**config.mk**
```make
export PLATFORM = sky130hd
export DESIGN_NAME = rect_plot_arbiter
export DESIGN_NICKNAME = d
export VERILOG_FILES = /design/src/rtl/plot_pkg.sv /design/src/rtl/rr_pick.sv /design/src/rtl/rect_plot_arbiter.sv
export SDC_FILE = /design/constraint.sdc
export NUM_CORES = 1
export LEC_CHECK = 0
export BUFFER_PORTS_ARGS = -buffer_cell sky130_fd_sc_hd__buf_2
export CAP_MARGIN = 20
export CORE_UTILIZATION = 40
export DETAILED_ROUTE_END_ITERATION = 10
export PLACE_DENSITY = 0.65
export SYNTH_ARGS = -nofsm -noshare
export SYNTH_HDL_FRONTEND = slang
export SYNTH_SLANG_ARGS = --single-unit
```
**constraint.sdc**
```tcl
create_clock -name clock -period 3.85 [get_ports clock]
set_input_delay 0.77 -clock clock [delete_from_list [all_inputs] [get_ports clock]]
set_output_delay 0.77 -clock clock [all_outputs]
set_load 0.02 [all_outputs]
```
**src/rtl/plot_pkg.sv**
```systemverilog
// Shared screen geometry, field widths and FSM encoding for the rectangle plot arbiter.
package plot_pkg;
  localparam int SCREEN_W = 160;
  localparam int SCREEN_H = 120;
  localparam int XW = 8;
  localparam int YW = 7;
  localparam int WW = 6;
  localparam int HW = 4;
  localparam int CW = 3;

  typedef enum logic [1:0] {
    S_IDLE  = 2'd0,
    S_GRANT = 2'd1,
    S_DRAW  = 2'd2,
    S_DONE  = 2'd3
  } state_t;

  typedef struct packed {
    logic [XW-1:0] x;
    logic [YW-1:0] y;
    logic [WW-1:0] w;
    logic [HW-1:0] h;
    logic [CW-1:0] colour;
  } rect_t;

  // Sums carry one extra bit so a wrapped coordinate still reads as off-screen.
  function automatic logic on_screen(input logic [XW:0] sx, input logic [YW:0] sy);
    return (sx < (XW+1)'(SCREEN_W)) && (sy < (YW+1)'(SCREEN_H));
  endfunction
endpackage

```
**src/rtl/rr_pick.sv**
```systemverilog
// Combinational round-robin selector: first set request at or above pointer, wrapping.
module rr_pick #(
  parameter int N  = 4,
  parameter int IW = (N > 1) ? $clog2(N) : 1
) (
  input  logic [N-1:0]  i_req,
  input  logic [IW-1:0] i_rr,
  output logic [N-1:0]  o_onehot,
  output logic [IW-1:0] o_idx,
  output logic          o_valid
);
  always_comb begin
    o_onehot = '0;
    o_idx    = '0;
    o_valid  = 1'b0;
    for (int k = 0; k < N; k++) begin
      if (!o_valid && i_req[(int'(i_rr) + k) % N]) begin
        o_valid  = 1'b1;
        o_idx    = IW'((int'(i_rr) + k) % N);
        o_onehot[(int'(i_rr) + k) % N] = 1'b1;
      end
    end
  end
endmodule

```
**src/rtl/rect_plot_arbiter.sv**
```systemverilog
// Round-robin owner of the VGA pixel port: latches one rectangle and rasterises it
// one pixel per clock, suppressing plot for off-screen pixels.
module rect_plot_arbiter
  import plot_pkg::*;
#(
  parameter int NUM_REQ = 4
) (
  input  logic                  clock,
  input  logic                  reset,
  input  logic [NUM_REQ-1:0]    req,
  input  logic [NUM_REQ*XW-1:0] req_x,
  input  logic [NUM_REQ*YW-1:0] req_y,
  input  logic [NUM_REQ*WW-1:0] req_w,
  input  logic [NUM_REQ*HW-1:0] req_h,
  input  logic [NUM_REQ*CW-1:0] req_colour,
  output logic [NUM_REQ-1:0]    grant,
  output logic [NUM_REQ-1:0]    done,
  output logic [XW-1:0]         out_x,
  output logic [YW-1:0]         out_y,
  output logic [CW-1:0]         out_colour,
  output logic                  plot,
  output logic                  busy
);
  localparam int IW = (NUM_REQ > 1) ? $clog2(NUM_REQ) : 1;

  state_t              r_state, w_next;
  logic [IW-1:0]       r_win, r_rr, w_idx;
  logic [NUM_REQ-1:0]  r_grant, w_onehot;
  logic                w_valid;
  rect_t               r_rect, w_sel;
  logic [WW-1:0]       r_qx;
  logic [HW-1:0]       r_qy;
  logic                w_xend, w_last, w_draw;
  logic [XW:0]         w_sx;
  logic [YW:0]         w_sy;

  rr_pick #(.N(NUM_REQ), .IW(IW)) u_pick (
    .i_req    (req),
    .i_rr     (r_rr),
    .o_onehot (w_onehot),
    .o_idx    (w_idx),
    .o_valid  (w_valid)
  );

  // Winner's fields are still held by the requester during GRANT.
  assign w_sel.x      = req_x[XW*r_win +: XW];
  assign w_sel.y      = req_y[YW*r_win +: YW];
  assign w_sel.w      = req_w[WW*r_win +: WW];
  assign w_sel.h      = req_h[HW*r_win +: HW];
  assign w_sel.colour = req_colour[CW*r_win +: CW];

  assign w_xend = (r_qx == r_rect.w - WW'(1));
  assign w_last = w_xend && (r_qy == r_rect.h - HW'(1));

  always_ff @(posedge clock or posedge reset) begin
    if (reset) r_state <= S_IDLE;
    else       r_state <= w_next;
  end

  always_comb begin
    w_next = r_state;
    case (r_state)
      S_IDLE:  if (w_valid) w_next = S_GRANT;
      S_GRANT: w_next = (w_sel.w == '0 || w_sel.h == '0) ? S_DONE : S_DRAW;
      S_DRAW:  if (w_last) w_next = S_DONE;
      S_DONE:  w_next = S_IDLE;
      default: w_next = S_IDLE;
    endcase
  end

  always_ff @(posedge clock or posedge reset) begin
    if (reset) begin
      r_win   <= '0;
      r_rr    <= '0;
      r_grant <= '0;
      r_rect  <= '0;
      r_qx    <= '0;
      r_qy    <= '0;
    end else begin
      case (r_state)
        S_IDLE: if (w_valid) begin
          r_win   <= w_idx;
          r_grant <= w_onehot;
        end
        S_GRANT: begin
          r_rect <= w_sel;
          r_qx   <= '0;
          r_qy   <= '0;
        end
        S_DRAW: begin
          if (w_xend) begin
            r_qx <= '0;
            r_qy <= r_qy + HW'(1);
          end else begin
            r_qx <= r_qx + WW'(1);
          end
        end
        S_DONE: r_rr <= (r_win == IW'(NUM_REQ-1)) ? '0 : r_win + IW'(1);
        default: ;
      endcase
    end
  end

  assign w_draw = (r_state == S_DRAW);
  assign w_sx   = {1'b0, r_rect.x} + {{(XW+1-WW){1'b0}}, r_qx};
  assign w_sy   = {1'b0, r_rect.y} + {{(YW+1-HW){1'b0}}, r_qy};

  assign out_x      = w_draw ? w_sx[XW-1:0] : '0;
  assign out_y      = w_draw ? w_sy[YW-1:0] : '0;
  assign out_colour = w_draw ? r_rect.colour : '0;
  assign plot       = w_draw && on_screen(w_sx, w_sy);
  assign busy       = (r_state != S_IDLE);
  assign grant      = busy ? r_grant : '0;
  assign done       = (r_state == S_DONE) ? r_grant : '0;
endmodule
```
==> flow_metrics.tcl, run 1 <==
set metrics [dict create \
    vias 3608 \
    p_seq_share_pct 27.2 \
    cap_violations 0 \
    status "complete, no violations" \
    synth_async_sr_flop_share_pct 100 \
    cts_tree "done" \
    synth_edf_count 0 \
    dpl.hpwl_um 8150 \
    ant_nets 0 \
    worstPathArrival_ns 2.68 \
    synthesis.nets 535 \
    synth.distinct_cells 59 \
    cts.clk_slew.worst_paths_ns 0.09 \
    avgSynthCellArea_um2 10.5 \
    cts_setup_buffers 0 \
    cts_sinks 48 \
    postCtsResizedCells 0 \
    required_ns 3.08 \
    synth_compound_area_share_pct 15.7 \
    insertion_delay_ns 0.30 \
    powerDensity_nw_per_um2 711 \
    htreeDepth 2 \
    core_area_um2 9860 \
    min_path_type "in2async" \
    grt_use_met2_pct 35.2 \
    ys.warnings.count 0 \
    globalplace.congestion 0.873 \
    ios 146 \
    dr.pass1.iters 4 \
    crit_fanout 7 \
    clockPowerShare_pct 8.1 \
    min_period_ns 3.45 \
    clock.fmax_ghz 0.290 \
    io_buffers 145 \
    grt_max_degree 38 \
    grt_pass1_vias 3505 \
    hold-worst-slack_ns 0.506 \
    die_h_um 103 \
    clockBufferDepth 2 \
    cts_buffers 5 \
    cp-end-kind "output port" \
    ys_seq_area_share_pct 29.2 \
    nets 674 \
    synth_top_family_by_area "multiplexers" \
    post-route-period-util_pct 89.6 \
    die_width_um 103 \
    antenna_cells 0 \
    criticalPathCategory "reg2out" \
    finalSetupViolCount 0 \
    vias_per_cell 5.43 \
    rsz0062_at_grt "false" \
    final_max_slew_viol_count 0 \
    placementRows 36 \
    power.switching_uw 1630 \
    p_sw_share_pct 45.5 \
    finClkSkew_ns 0.00648 \
    grt_pass1_wl_um 16500 \
    synth-simple-area-share_pct 13.8 \
    hold_buffers 0 \
    p_int_uw 1960 \
    drive_gt1_share_pct 40.8 \
    power_frac_comb_pct 64.6 \
    ir_drop_uv 361 \
    antenna_found_initial 0 \
    syn_area_um2 4120 \
    post_drt_wl_per_cell_um 15.2 \
    worstSetupStartpointType "flop" \
    leakagePower_uw 0.00230 \
    ys_ff_latch 48 \
    rrSetupSlack_ns 0.82 \
    clock-root-buffer "clkbuf_8" \
    setup_tns_ns 0 \
    synthMuxAreaShare_pct 25.6 \
    busiest_layer "met2" \
    wirelength_um 10100 \
    synth-main-ff-cell "dfrtp_1" \
    hold_viol 0 \
    grtUsageMet3_pct 2.35 \
    synthAdderAreaFrac_pct 7.96 \
    synth_cells 392 \
    drt_iter0_drc 155 \
    tightestPinTransition_ns 0.560 \
    syn2layout_area_growth_pct 22.6 \
    grt_overflow 0 \
    maxSlewHeadroom_pct 62.6 \
    met1_usage_pct 26.1 \
    drc 0 \
    start_util_pct 41.8 \
    synth-xor-area-share_pct 4.04 \
    die_area_um2 10700 \
    power_uw 3590 \
    grtUsageTotal_pct 19.8 \
]
[worst max-delay path: stages, from the launching register on]
cell and delay [ns]:
dfrtp_1 0.47, ha_1 0.24, fa_1 0.43, a21o_1 0.20, a21oi_1 0.30, a22o_1 0.21
o221ai_1 0.12, a31oi_1 0.21, buf_2 0.20
[layer usage]
metal / wire [um] / vias to the layer above
li1: - / 1778
met1: 4560 / 1738
met2: 5070 / 88
met3: 423 / 4
met4: 46 / 0
met5: 0 / -
[metrics by stage]
stage | area, um2 | std cells | utilization [%] | setup WS, ns
2_1_floorplan | 4120 | 392 | - | 0.883
3_3_place_gp | 4970 | 657 | 50.4 | 0.792
3_5_place_dp | 4970 | 657 | 50.4 | 0.737
4_1_cts | 5050 | 665 | 51.2 | 0.399
5_1_grt | 5050 | 665 | 51.2 | 0.212
6_report | 5050 | 665 | 51.2 | 0.402
[final timing paths]
check,start,end,depth (start not counted)
max,r_qy[0],plot,8
min,reset,r_rect[18],2
max reg2reg,r_rr[0],r_grant[3],6
min reg2reg,r_rect[2],r_rect[2],1
max in group asynchronous,reset,r_rect[10],3
min in group clock,r_rect[2],r_rect[2],1
[area by class of cell]
cell class / instances / area (um2)
Inverter: 19 / 71.3
Multi-Input combinational cell: 307 / 2770
Clock inverter: 1 / 5.00
Clock buffer: 7 / 76.3
Fill cell: 919 / 4810
Tap cell: 133 / 166
Sequential cell: 48 / 1200
Timing Repair Buffer: 150 / 763
[placed cells by master (no fill, tap or decap), types with 5 or more instances in the layout]
| cell | count |
|---|---|
| a211oi_1 | 8 |
| a21o_1 | 7 |
| a21oi_1 | 16 |
| a22oi_1 | 8 |
| and2_1 | 11 |
| buf_2 | 145 |
| buf_4 | 5 |
| clkbuf_8 | 5 |
| dfrtp_1 | 47 |
| ha_1 | 23 |
| inv_1 | 18 |
| mux2_2 | 27 |
| mux4_1 | 8 |
| mux4_2 | 24 |
| nand2_1 | 35 |
| nand3_1 | 7 |
| nor2_1 | 16 |
| nor2b_1 | 8 |
| o211ai_1 | 9 |
| o21ai_0 | 23 |
| or3_1 | 6 |
| xnor2_1 | 15 |
[flip-flops by register name (all words and copies together) (netlist names)]
register and cells:
r_qy 4, r_win 2, r_grant 4, r_qx 6, r_state 2, r_rect 28
r_rr 2
[power groups by stage]
stage	registers, uW	logic [uW]	clock network, uW
floorplan	875	1880	0
CTS	980	2350	304
finish	978	2320	292
global placement	979	2290	0
global route	1020	2580	324
detailed placement	990	2330	0
[cells by family (layout without fill, tap and decap cells)]
| logic type | Yosys count | after routing |
|---|---|---|
| AND/OR/NAND/NOR | 108 | 108 |
| multiplexers | 59 | 59 |
| flip-flops | 48 | 48 |
| XOR/XNOR | 19 | 19 |
| AO/OA/AOI/OAI | 96 | 96 |
| buffers and inverters | 37 | 177 |
| adder cells (fa/ha/maj) | 25 | 25 |
[cell usage after synthesis (9+ instances only)]
master | count | area [um2]
a21oi_1 | 16 | 80.1
and2_1 | 11 | 68.8
clkbuf_1 | 9 | 33.8
dfrtp_1 | 48 | 1200
ha_1 | 23 | 288
inv_1 | 19 | 71.3
mux2_2 | 27 | 304
mux4_2 | 24 | 541
nand2_1 | 35 | 131
nor2_1 | 16 | 60.1
o211ai_1 | 9 | 67.6
o21ai_0 | 23 | 115
xnor2_1 | 15 | 131
Power figures use the tool's default switching activity.
==> run 2: changes to the inputs <==
--- a/config.mk
+++ b/config.mk
@@ -5,11 +5,13 @@
 export SDC_FILE = /design/constraint.sdc
 export NUM_CORES = 1
 export LEC_CHECK = 0
+export ABC_AREA = 1
 export BUFFER_PORTS_ARGS = -buffer_cell sky130_fd_sc_hd__buf_2
 export CAP_MARGIN = 20
 export CORE_UTILIZATION = 40
 export DETAILED_ROUTE_END_ITERATION = 10
 export PLACE_DENSITY = 0.65
+export REMOVE_ABC_BUFFERS = 1
 export SYNTH_ARGS = -nofsm -noshare
 export SYNTH_HDL_FRONTEND = slang
 export SYNTH_SLANG_ARGS = --single-unit
==> run 2 against run 1 <==
Clock skew decreased by 0.00094 ns. Critical path depth increased by 2. Maximum frequency increased by 13%. Worst hold slack got worse by 0.0090 ns. Critical path type unchanged. Largest cell class unchanged. Largest power group unchanged.
==> flow_metrics.tcl, run 2 <==
set metrics [dict create \
    status "complete, no violations" \
    core_area_um2 10300 \
    critPathMaxStageDelay_ns 0.46 \
    vias 4588 \
    path_buf_inv 1 \
    final_cell_mix "183 x nand2_1, 145 x buf_2, 103 x nor2_1" \
    drt_iter0_drc 196 \
    min_path_type "in2async" \
    hold-worst-slack_ns 0.497 \
    leakagePower_uw 0.00284 \
    syn2layout_area_growth_pct 21.3 \
    post_drt_wl_per_cell_um 12.1 \
    globalplace.congestion 0.889 \
    synth_async_sr_flop_share_pct 100 \
    synth-main-ff-cell "dfrtp_1" \
    synth.distinct_cells 36 \
    power_frac_comb_pct 69.2 \
    ys_ff_latch 48 \
    synth_top_area_share_pct 28.1 \
    synthTopCellsByCount "183 x nand2_1, 103 x nor2_1, 59 x o21ai_0, 58 x nand3_1, 55 x inv_1" \
    clock-root-buffer "clkbuf_8" \
    cts.clk_slew.worst_paths_ns 0.09 \
    reg.largest.list "r_rect: 28 flops, r_qx: 6 flops" \
    cts_tree "done" \
    place_inst 919 \
    rsz0062_at_grt "false" \
    placementRows 37 \
    yosys.cell_count.top_type "nand2_1" \
    ys_seq_area_share_pct 28.1 \
    start_util_pct 41.4 \
    grt_overflow 0 \
    instances_no_fill 927 \
    yosys-top-cells-area "dfrtp_1 28%, nand2_1 16%, nor2_1 9.1%" \
    yosysTopAreaCell "dfrtp_1" \
    synth_cells 662 \
    cap_violations 0 \
    maxSlewHeadroom_pct 44.8 \
    largest_reg_flops 28 \
    grt_pass1_vias 4442 \
    vias_per_cell 4.95 \
    drc 0 \
    grt_pass1_wl_um 19500 \
    grt_max_degree 59 \
    final_common_cell "nand2_1" \
    finClkSkew_ns 0.00554 \
    ant_nets 0 \
    ir_drop_uv 350 \
    p_sw_share_pct 55.0 \
    hold_buffers 0 \
    die_area_um2 11100 \
    regMostFlops "r_rect" \
    antenna_found_initial 0 \
    powerDensity_nw_per_um2 768 \
    dpl.hpwl_um 8530 \
    io_buffers 145 \
    clockBufferDepth 2 \
    wirelength_um 11200 \
    cts_setup_buffers 0 \
    crit_path_top_delay_cell "dfrtp_1" \
    final_max_slew_viol_count 0 \
    ff2ff_path_depth 9 \
    min_period_ns 3.06 \
    postCtsResizedCells 0 \
    crit_fanout 6 \
    drive_gt1_share_pct 23.3 \
    ios 146 \
    criticalPathCategory "reg2out" \
    die_width_um 105 \
    p_seq_share_pct 23.3 \
    crit_chain "ha_1 > fa_1 > nand4_1 > nand3_1 > nand3_1 > nand2_1 > nor2_1 > nand2_1 > nor2_1 > buf_2" \
    syn_area_um2 4270 \
    die_h_um 105 \
    htreeDepth 2 \
    avgSynthCellArea_um2 6.45 \
    tightestPinTransition_ns 0.828 \
    setup_tns_ns 0 \
    nets 934 \
    synth_edf_count 0 \
    required_ns 3.08 \
    post-route-period-util_pct 79.4 \
    final_core_utilization_pct 50.2 \
    clockPowerShare_pct 7.5 \
    finalSetupViolCount 0 \
    clock.fmax_ghz 0.327 \
    n_fill_cell 1081 \
    cts_sinks 48 \
    cp-end-kind "output port" \
    crit_cells 10 \
    dr.pass1.iters 4 \
    hold_viol 0 \
    insertion_delay_ns 0.30 \
    cp_top_family "adder cells" \
    p_int_uw 1790 \
    grtUsageTotal_pct 21.4 \
    worstSetupStartpointType "flop" \
    ys.warnings.count 0 \
    antenna_cells 0 \
    worstPathArrival_ns 2.29 \
    cts_buffers 5 \
    power.switching_uw 2190 \
]
run 2: cell types whose count changed in the layout (fill, tap and decap cells not counted), moves of 11 or more:
cell / before / now
mux4_2: 24 / 0
nand3_1: 7 / 58
nor2_1: 16 / 103
o21ai_0: 23 / 59
inv_1: 18 / 54
nand2_1: 35 / 183
and2_1: 11 / 0
mux2_2: 27 / 0
a31oi_1: 2 / 13
run 2: power by group through the flow:
| stage | clock network (uW) | logic [uW] | registers, uW |
|---|---|---|---|
| after global routing | 332 | 3150 | 958 |
| after CTS | 312 | 2770 | 926 |
| after detailed placement | 0 | 2760 | 934 |
| after global placement | 0 | 2690 | 922 |
| final | 300 | 2750 | 926 |
| after floorplan | 0 | 2010 | 949 |
run 2: final cells by class:
cell class                      instances  area, um2  share of cell area [%]
Multi-Input combinational cell        525       2720                    52.5
Clock inverter                          2       12.5                   0.241
Tap cell                              136        170                    3.28
Inverter                               61        234                    4.51
Timing Repair Buffer                  150        776                    15.0
Sequential cell                        48       1200                    23.2
Clock buffer                            5       68.8                    1.33
run 2: cells by family (layout without fill, tap and decap cells):
logic type               Yosys count  after routing  synth area share, %
AND/OR/NAND/NOR                  370            370                 37.3
AO/OA/AOI/OAI                    111            111                 14.8
buffers and inverters             89            218                 8.23
flip-flops                        48             48                 28.1
adder cells (fa/ha/maj)           25             25                 7.67
XOR/XNOR                          19             19                 3.90
run 2: per-layer routing:
metal	global-route usage, %	part of all wire [%]
met5	0	0
met1	26.4	46
met3	3.28	5.5
met2	37.6	47
met4	7.44	1.5
run 2: stage by stage:
stage               setup WS (ns)  total power (uW)  instance area [um2]
finish                      0.793              3980                 5180
global route                0.613              4440                 5180
CTS                         0.802              4010                 5160
detailed placement           1.14              3690                 5080
global placement             1.20              3610                 5080
floorplan                    1.29              2960                 4150
run 2: worst paths after layout:
check	end	slack (ns)	from
worst max-delay path	plot	0.79	r_qx[0]
worst min-delay path	r_rect[1]	0.50	reset
worst max register to register	r_state[0]	1.75	r_rr[0]
worst min register to register	r_rect[12]	0.52	r_rect[12]
max in group asynchronous	r_qx[0]	2.83	reset
min in group clock	r_rect[12]	0.52	r_rect[12]
==> run 3: changes to the inputs <==
--- a/config.mk
+++ b/config.mk
@@ -5,7 +5,7 @@
 export SDC_FILE = /design/constraint.sdc
 export NUM_CORES = 1
 export LEC_CHECK = 0
-export ABC_AREA = 1
+export ABC_AREA = 0
 export BUFFER_PORTS_ARGS = -buffer_cell sky130_fd_sc_hd__buf_2
 export CAP_MARGIN = 20
 export CORE_UTILIZATION = 40
==> constraint.sdc (replaced) <==
create_clock -name clock -period 2.9 [get_ports clock]
set_input_delay 0.58 -clock clock [delete_from_list [all_inputs] [get_ports clock]]
set_output_delay 0.58 -clock clock [all_outputs]
set_load 0.02 [all_outputs]
==> run 3 against run 2 <==
Sequential cell count stayed put. Combinational power grew 20%. Sequential share of layout area shrank 0.44 points. Final cell count shrank 27%. Die area is 3.5% lower. Clock skew grew 0.0040 ns. Sequential power is 36% higher. First-iteration DRC count down 32%. Via count fell by 19%. Global-route usage shrank 1.7 points. Count of clock-buffer cells in the layout is 2 higher. Critical path type unchanged.
==> flow_metrics.tcl, run 3 (synthesis results as in run 1) <==
set metrics [dict create \
    status "complete, no violations" \
    drc 0 \
    placementRows 36 \
    crit_chain "ha_4 > fa_2 > a211oi_4 > or4b_4 > nand3_2 > a31o_2 > a31oi_1 > buf_4" \
    die_area_um2 10700 \
    worstSetupStartpointType "flop" \
    grt_pass1_vias 3561 \
    crit_start "r_qx[0]" \
    crit_fanout 4 \
    htreeDepth 2 \
    crit_path_top_delay_cell "dfrtp_1" \
    min_period_ns 2.87 \
    antenna_cells 0 \
    powerDensity_nw_per_um2 964 \
    cts_sinks 48 \
    cts_tree "done" \
    postPlaceCellArea_um2 5070 \
    setup_tns_ns 0 \
    final_common_cell "buf_2" \
    tightestPinTransition_ns 0.602 \
    clock-root-buffer "clkbuf_8" \
    globalplace.congestion 0.887 \
    nets 690 \
    insertion_delay_ns 0.31 \
    place_ws_ns 0.0893 \
    cp-end-kind "output port" \
    core_area_um2 9860 \
    critPathMaxStageDelay_ns 0.42 \
    r2r-start "r_rr[0]" \
    cts.clk_slew.worst_paths_ns 0.09 \
    rsz0062_at_grt "true" \
    ir_drop_uv 472 \
    antenna_found_initial 0 \
    post_drt_wl_per_cell_um 15.1 \
    die_h_um 103 \
    maxSlewHeadroom_pct 59.8 \
    final_cell_mix "143 x buf_2, 46 x dfrtp_1, 35 x nand2_1" \
    ios 146 \
    largest_reg_flops 28 \
    final_core_utilization_pct 53.6 \
    criticalPathCategory "reg2out" \
    grt_max_degree 38 \
    drive_gt1_share_pct 44.7 \
    required_ns 2.32 \
    syn2layout_area_growth_pct 28.4 \
    io_buffers 145 \
    clockBufferDepth 2 \
    layout_setup_ws_ns 0.0309 \
    grt_pass1_wl_um 16500 \
    leakagePower_uw 0.00242 \
    min_path_type "in2async" \
    die_width_um 103 \
    postLayoutCellArea_um2 5290 \
    cap_violations 0 \
    vias 3718 \
    final_max_slew_viol_count 0 \
    dr.pass1.iters 7 \
    dpl.hpwl_um 8130 \
    cp_top_family "compound AO/OA/AOI/OAI gates" \
    ant_nets 0 \
    drt_iter0_drc 133 \
    clock.fmax_ghz 0.349 \
    cts_buffers 5 \
    ff2ff_path_depth 6 \
    crit_cells 8 \
    finClkSkew_ns 0.00952 \
    path_buf_inv 1 \
    wirelength_um 10300 \
    reg2reg_to "r_grant[0]" \
    regMostFlops "r_rect" \
    hold_viol 0 \
    post-route-period-util_pct 98.9 \
    rrSetupSlack_ns 0.41 \
    reg.largest.list "r_rect: 28 flops, r_qx: 6 flops" \
    worstPathArrival_ns 2.29 \
    grt_overflow 0 \
    vias_per_cell 5.46 \
    grtUsageTotal_pct 19.7 \
    cp-endpoint "plot" \
    finalSetupViolCount 0 \
    start_util_pct 41.8 \
]
-- run 3: cell type report --
class                           count  area (um2)
Clock buffer                        7        96.3
Clock inverter                      1        30.0
Fill cell                         895        4580
Inverter                           19        71.3
Multi-Input combinational cell    307        2820
Sequential cell                    48        1200
Tap cell                          133         166
Timing Repair Buffer              166         901
-- run 3: worst min path at each step --
stage / to / start / slack [ns] / depth (start not counted)
2_1_floorplan: r_rect[0] / r_rect[0] / 0.47 / 1
3_3_place_gp: r_rect[2] / r_rect[2] / 0.49 / 1
3_5_place_dp: r_rect[1] / r_rect[1] / 0.49 / 1
4_1_cts: r_state[0] / reset / 0.35 / 2
5_1_grt: r_state[0] / reset / 0.39 / 2
6_report: r_rr[0] / reset / 0.34 / 2
-- run 3: timing repair --
action | in CTS | in global routing
resized for setup | 8 | 8
setup buffers | 1 | 3
setup endpoints to repair | 3 | 4
hold buffers | 0 | 0
pin swaps | 2 | 6
endpoints found under the hold margin | 0 | 0
-- run 3: through the flow --
| step | hold slack [ns] | total power (uW) | instances |
|---|---|---|---|
| 4_1_cts | 0.350 | 5100 | 678 |
| 3_5_place_dp | 0.489 | 4520 | 669 |
| 5_1_grt | 0.392 | 5530 | 681 |
| 6_report | 0.337 | 5100 | 681 |
| 2_1_floorplan | 0.473 | 3590 | 374 |
| 3_3_place_gp | 0.486 | 4420 | 669 |
-- run 3: layer usage --
layer  GRT usage (%)  part of all wire [%]  wire length [um]  vias to the layer above
met2            35.9                    52              5320                      102
met5               0                     0                 0                        -
met3            2.28                   4.2               433                       10
li1                -                     -                 -                     1814
met4            5.85                   1.3               135                        0
met1            24.3                    43              4420                     1792
-- run 3: power breakdown --
part | switching (uW) | leakage (uW) | total (uW) | internal, uW
clock network | 229 | 0.0000645 | 533 | 304
registers | 295 | 0.000592 | 1260 | 960
logic | 1710 | 0.00176 | 3310 | 1600
